[config.mk]
export PLATFORM = sky130hd
export DESIGN_NAME = reg_port_arbiter
export DESIGN_NICKNAME = d
export VERILOG_FILES = /design/src/rtl/reg_port_arbiter.sv
export SDC_FILE = /design/constraint.sdc
export NUM_CORES = 1
export LEC_CHECK = 0
export BUFFER_PORTS_ARGS = -buffer_cell sky130_fd_sc_hd__buf_2
export CAP_MARGIN = 30
export CELL_PAD_IN_SITES_DETAIL_PLACEMENT = 1
export CELL_PAD_IN_SITES_GLOBAL_PLACEMENT = 2
export CORE_MARGIN = 3
export CORE_UTILIZATION = 25
export CTS_CLUSTER_DIAMETER = 80
export CTS_CLUSTER_SIZE = 28
export DETAILED_ROUTE_END_ITERATION = 10
export GPL_TIMING_DRIVEN = 1
export HOLD_SLACK_MARGIN = 0.15
export MAX_ROUTING_LAYER = met4
export PLACE_DENSITY_LB_ADDON = 0.1
export SLEW_MARGIN = 25
export SYNTH_ARGS = -nofsm -noshare
export SYNTH_HDL_FRONTEND = slang
export SYNTH_SLANG_ARGS = --single-unit
export TNS_END_PERCENT = 20
[constraint.sdc]
create_clock -name clk -period 1.95 [get_ports clk]
set_clock_uncertainty 0.2 [all_clocks]
set_input_delay 0.0975 -clock clk [delete_from_list [all_inputs] [get_ports clk]]
set_output_delay 0.0975 -clock clk [all_outputs]
set_load 0.005 [all_outputs]
[src/rtl/reg_port_arbiter.sv]
// Shares the register file access port between the host bus slave
// (absolute priority, never stalled) and an internal req/gnt master.
module reg_port_arbiter #(
  parameter int AW = 2,
  parameter int DW = 3,
  parameter int CW = 8
) (
  input  logic          clk,
  input  logic          rst,
  input  logic          h_do_write,
  input  logic          h_do_read,
  input  logic [AW-1:0] h_adr,
  input  logic [DW-1:0] h_wdata,
  output logic [DW-1:0] h_rdata,
  input  logic          i_req,
  input  logic          i_we,
  input  logic [AW-1:0] i_adr,
  input  logic [DW-1:0] i_wdata,
  output logic          i_gnt,
  output logic          i_rvalid,
  output logic [DW-1:0] i_rdata,
  output logic          r_we,
  output logic [AW-1:0] r_adr,
  output logic [DW-1:0] r_wdata,
  input  logic [DW-1:0] r_rdata,
  output logic          err_rw,
  output logic [CW-1:0] blk_cnt
);

  typedef enum logic [1:0] {
    OWN_IDLE,
    OWN_HOST,
    OWN_INT
  } own_e;

  own_e          own;
  logic          h_rd_fire;
  logic          i_rd_fire;

  logic [DW-1:0] h_rdata_d, h_rdata_q;
  logic [DW-1:0] i_rdata_d, i_rdata_q;
  logic          i_rvalid_d, i_rvalid_q;
  logic          err_rw_d, err_rw_q;
  logic [CW-1:0] blk_cnt_d, blk_cnt_q;

  // Stateless per-cycle owner decode and port mux; host always wins.
  always_comb begin
    own     = OWN_IDLE;
    r_we    = 1'b0;
    r_adr   = '0;
    r_wdata = '0;
    i_gnt   = 1'b0;
    if (rst)
      own = OWN_IDLE;
    else if (h_do_write || h_do_read)
      own = OWN_HOST;
    else if (i_req)
      own = OWN_INT;
    case (own)
      OWN_HOST: begin
        r_adr   = h_adr;
        r_we    = h_do_write;
        r_wdata = h_wdata;
      end
      OWN_INT: begin
        r_adr   = i_adr;
        r_we    = i_we;
        r_wdata = i_wdata;
        i_gnt   = 1'b1;
      end
      default: ;
    endcase
  end

  // Next-state for captured read data, read-valid, error and blocked count.
  always_comb begin
    h_rd_fire  = (own == OWN_HOST) && h_do_read && !h_do_write;
    i_rd_fire  = i_gnt && !i_we;
    h_rdata_d  = h_rdata_q;
    i_rdata_d  = i_rdata_q;
    i_rvalid_d = i_rd_fire;
    err_rw_d   = err_rw_q | (h_do_write & h_do_read);
    blk_cnt_d  = blk_cnt_q;
    if (h_rd_fire)
      h_rdata_d = r_rdata;
    if (i_rd_fire)
      i_rdata_d = r_rdata;
    if (i_req && !i_gnt && !(&blk_cnt_q))
      blk_cnt_d = blk_cnt_q + CW'(1);
  end

  // State registers, cleared asynchronously.
  always_ff @(posedge clk or posedge rst) begin
    if (rst) begin
      h_rdata_q  <= '0;
      i_rdata_q  <= '0;
      i_rvalid_q <= 1'b0;
      err_rw_q   <= 1'b0;
      blk_cnt_q  <= '0;
    end else begin
      h_rdata_q  <= h_rdata_d;
      i_rdata_q  <= i_rdata_d;
      i_rvalid_q <= i_rvalid_d;
      err_rw_q   <= err_rw_d;
      blk_cnt_q  <= blk_cnt_d;
    end
  end

  assign h_rdata  = h_rdata_q;
  assign i_rdata  = i_rdata_q;
  assign i_rvalid = i_rvalid_q;
  assign err_rw   = err_rw_q;
  assign blk_cnt  = blk_cnt_q;

endmodule

==> results.md, run 1 <==
* Status: complete, no violations
* Crit. End Element: register
* Register area share after synthesis at 47.8%
* Yosys warning total at 0
* Skew-Pair Late Insertion Delay at 0.28 ns
* Maximum vdd drop at 0.549 mV
* Post-Syn Nets at 97
* Max-cap violations at 0
* Crit Reg-Reg Startpoint: blk_cnt[0]
* WHS at 0.174 ns
* Type of origin of the critical path: register
* CTS H-tree lvls at 1
* Gpl congestion at 0.732
* Dpl cells at 164
* Register area at 400 um2
* Mapped cell area at 837 um2
* Share of cells above drive strength 1 at 49.2%
* Pwr Density at 916 nW/um2
* GRT Total Usage at 11.9%
* First-pass GRT wire length at 3770 um
* Syn Area/Cell at 11.3 um2
* Critical path class: register to register
* Worst EP required at 1.92 ns
* Hold Startpoint: h_do_write
* Sink Count at 16
* Synth cell types at 25
* Synth Instances at 74
* Slew @ Worst Pin at 0.247 ns
* Via count at 781
* Initial antenna violation count at 0
* Total CTS buffers at 3
* Wire length per cell at 12.8 um
* Post-CTS setup buffer count at 0
* P&R area growth vs syn at 49.5%
* #FFs+latches synth at 16
* Final Max Tran Viols at 0
* Row Count at 20
* Die X at 63.9 um
* Grt ovf at 0
* CTS max path bufs at 2
* CP arrival at 1.75 ns
* Core area at 3130 um2
* Max Fclk at 563 MHz
* Setup-failing EPs final at 0
* CTS tree: done
* HP Class: input pin to register
* I/O Pins at 42
* Pin count of the biggest net entering global routing at 18
* Area of the multi-input gates at 422 um2
* Final HPWL DP at 1790 um
* Number of diodes at 0
* Final #Nets at 156
* CTS clock-pin slew for the worst setup and hold paths at 0.09 ns
* Number of vias per cell at 4.44
* Die footprint at 4080 um2
* Minimum clock period at 1.78 ns
* FF-to-FF path depth at 5
* Total Wirelength at 2250 um
* Vias in the first global route at 827
* CP max FO at 4
* Worst Setup SP: blk_cnt[0]
* Most common cell after layout, fill and taps aside: buf_2
* Port Buffers at 41
* Crit share post-route at 91.1%
* Post-route setup TNS at 0 ns
* Starting DRT DRC Count at 13
* DRC errors left at 0
* Leakage power at 0.000630 uW
* Finished Core Util at 40.0%
* Die Span Y at 63.9 um
* Root Driver: clkbuf_4
* Hold_buf cts at 8
* Worst hold stages at 4
* Unrepaired setup endpoints after global routing: no
* Detailed Routing Iterations Pass 1 at 2
* Fillers at 361
* Slew HR at 83.4%
* Initial Utilization at 26.8%
* Non-Filler Instances at 176
* Antenna viol nets, final at 0
* Most frequent cells in the layout: buf_2 (41), dfrtp_1 (16), nor2_1 (10)
* Fin. Hold Viols at 0
* Post-CTS resize count at 0
[metrics by stage]
| stage | setup slack (ns) | area, um2 | power [uW] |
|---|---|---|---|
| after floorplan | -0.00526 | 837 | 748 |
| after global placement | 0.0621 | 1130 | 927 |
| after detailed placement | -0.0516 | 1130 | 940 |
| after CTS | 0.145 | 1250 | 1170 |
| after global routing | 0.0586 | 1250 | 1260 |
| final | 0.173 | 1250 | 1150 |
[cell type report]
type / instances / share of cell area [%]
Tap cell: 44 / 4.40
Multi-Input combinational cell: 54 / 33.7
Sequential cell: 16 / 32.0
Inverter: 4 / 1.20
Clock buffer: 4 / 2.90
Timing Repair Buffer: 54 / 25.8
[cell families after synthesis]
group / share of synthesized area (%)
xor gates and xnor gates: 2.09
muxes: 13.9
DFF: 47.8
and+or+nand+nor: 19.0
AOI/OAI and AO/OA: 9.42
adders and majority gates: 5.98
buffers and inverters: 1.79
[path summary, 6_finish.rpt]
check                                  end  slack, ns
max in group asynchronous       i_rdata[2]       1.18
worst min-delay path            h_rdata[0]       0.17
worst max register to register  blk_cnt[6]       0.17
min in group asynchronous       blk_cnt[4]       0.18
worst max-delay path            blk_cnt[6]       0.17
worst min register to register  h_rdata[0]       0.31
[routing by layer]
layer  part of all wire (%)  GRT usage, %
met3                    6.5          4.22
met1                     42          13.3
met2                     51          20.8
met4                   0.49          1.62
met5                      0             -
[report_power, final]
group	total (uW)	leakage (uW)	internal, uW	switching, uW
Combinational	386	0.000416	214	172
Sequential	545	0.000193	432	113
Clock	215	0.0000210	114	101
[state kept, by name, indices dropped and copies added, names as in the netlist]
register  flops
i_rvalid      1
i_rdata       3
err_rw        1
blk_cnt       8
h_rdata       3
[cell usage after synthesis, drive strengths merged]
master	instances	area, um2
ha	4	50.1
o2111a	1	11.3
a22oi	6	45.0
mux2	10	116
a21oi	2	10.0
a21o	1	7.51
inv	4	15.0
nor2b	2	20.0
nand2	3	11.3
nand3b	1	7.51
nand3	4	25.0
nand4	2	18.8
nand2b	1	6.26
xor2	1	8.76
nor2	10	37.5
nor3	3	20.0
nor3b	1	12.5
o21ai	1	5.00
xnor2	1	8.76
dfrtp	16	400
[critical path, cell delays in order, from the launching register on]
cell and delay (ns):
dfrtp_1 0.43, ha_1 0.24, nand3_2 0.14, nor3b_2 0.23
nand3_1 0.12, mux2_4 0.31
(Power assumes the default switching activity.)
==> inputs of run 2 (changes only) <==
Settings changed: PLACE_DENSITY set to 0.74, PLACE_DENSITY_LB_ADDON 0.1 to unset.
==> run 2 against run 1 <==
Compared with the run above:
- first-iteration DRC count up 46%
- die area stayed put
- sequential share of layout area grew 0.69 points
- sequential power is 0.7% higher
- final cell count decreased by 1.7%
- via count is 1.3% higher
- global-route usage up 0.91 points
- critical endpoint unchanged
==> results.md, run 2 (synthesized netlist as in run 1, its figures left out) <==
* Status: complete, no violations
* Most Crowded Layer GR: met2
* Row Count at 20
* Pre-CTS worst setup slack at -0.0301 ns
* Total Wirelength at 2320 um
* Vias in the first global route at 874
* I/O Pins at 42
* GRT Total Usage at 12.8%
* Crit share post-route at 90.0%
* P&R area growth vs syn at 46.3%
* Die X at 63.9 um
* Area of the multi-input gates at 422 um2
* CTS max path bufs at 2
* Fin worst setup slack at 0.195 ns
* FF-to-FF End: blk_cnt[6]
* Root Driver: clkbuf_4
* Wire length per cell at 13.4 um
* Crit Reg-Reg Startpoint: blk_cnt[0]
* CTS tree: done
* Minimum clock period at 1.75 ns
* Initial antenna violation count at 0
* Fin. Hold Viols at 0
* Die Span Y at 63.9 um
* Via count at 791
* Register area at 400 um2
* FF-to-FF path depth at 5
* Total CTS buffers at 3
* CTS clock-pin slew for the worst setup and hold paths at 0.09 ns
* Gpl congestion at 0.766
* Number of diodes at 0
* Post-CTS resize count at 0
* WHS at 0.202 ns
* Skew-Pair Late Insertion Delay at 0.27 ns
* Non-Filler Instances at 173
* Most common cell after layout, fill and taps aside: buf_2
* Starting DRT DRC Count at 19
* Final HPWL DP at 1820 um
* Core area at 3130 um2
* Type of origin of the critical path: register
* Max Fclk at 570 MHz
* Number of vias per cell at 4.57
* Unrepaired setup endpoints after global routing: no
* Fillers at 380
* CTS H-tree lvls at 1
* Worst-path cell with the longest stage delay: dfrtp_1
* Max-cap violations at 0
* Slew HR at 76.1%
* Largest register FFs at 8
* DRC errors left at 0
* Initial Utilization at 26.8%
* Pwr Density at 905 nW/um2
* Dpl cells at 161
* Slew @ Worst Pin at 0.357 ns
* Final Max Tran Viols at 0
* Crit path largest cell delay at 0.42 ns
* Worst path top cell family by delay: simple AND/OR/NAND/NOR gates
* Port Buffers at 41
* Setup-failing EPs final at 0
* Crit. End Element: register
* Met3 usage at 4.22%
* Die footprint at 4080 um2
* WP buf/inv at 0
* Share of cells above drive strength 1 at 47.3%
* Detailed Routing Iterations Pass 1 at 2
* Worst-path cell chain: ha_1 > nand3_2 > nor3b_2 > nand3_1 > mux2_4
* Reg2Reg Setup Slack at 0.20 ns
* Most frequent cells in the layout: buf_2 (41), dfrtp_1 (16), nor2_1 (10)
* Sink Count at 16
* Grt ovf at 0
* Final #Nets at 154
* Pin count of the biggest net entering global routing at 18
* HP Class: input pin to asynchronous set/reset pin
* CP arrival at 1.72 ns
* Leakage power at 0.000612 uW
* Maximum vdd drop at 0.462 mV
* CP max FO at 4
* Antenna viol nets, final at 0
* Critical path class: register to register
* Worst EP required at 1.92 ns
* First-pass GRT wire length at 4070 um
* M1 GR Usage at 14.2%
* Met2 Usage GRT at 22.6%
[run 2: changes by cell type in the layout (fill, tap and decap cells not counted)]
cell           previous run  this run
buf_4                     5         2
clkbuf_8                  1         0
dlygate4sd3_1             8         9
[run 2: layout make-up]
type | count | area share [%]
clock buffers | 3 | 1.84
inverters | 4 | 1.23
repair buffers | 52 | 25.3
flip-flops and latches | 16 | 32.7
multi-input cells | 54 | 34.4
well taps | 44 | 4.49
[run 2: how the worst max path moves through the flow]
stage               startpoint         end  depth (start not counted)
floorplan                  rst  i_rdata[0]                          6
global placement    h_do_write  blk_cnt[7]                          9
detailed placement  h_do_write  blk_cnt[7]                          9
CTS                 blk_cnt[0]  blk_cnt[6]                          5
global route        blk_cnt[0]  blk_cnt[6]                          5
finish              blk_cnt[0]  blk_cnt[6]                          5
[run 2: worst min-delay path, stage by stage]
cell           delay, ns
buf_2               0.10
inv_1               0.06
dlygate4sd3_1       0.55
buf_4               0.25
[run 2: routing by layer]
metal	wire length (um)	share of wire (%)
met4	0	0
met1	953	41
met5	0	0
met3	197	8.5
met2	1170	50
[run 2: through the flow]
stage	setup TNS (ns)	cell area, um2	utilization (%)	power (uW)
2_1_floorplan	-0.0158	837	-	748
3_3_place_gp	0	1110	35.6	926
3_5_place_dp	-0.0523	1110	35.6	945
4_1_cts	0	1220	39.2	1130
5_1_grt	0	1220	39.2	1220
6_report	0	1220	39.2	1110
[run 2: report_power, final]
part / switching [uW] / internal, uW / total, uW
combinational: 173 / 218 / 391
sequential: 117 / 433 / 549
clock: 96.1 / 71.5 / 168
[run 2: repair_timing]
item / 4_1_cts / 5_1_grt
setup buffers: 0 / 0
hold buffers: 9 / 0
hold endpoints to repair: 27 / 0
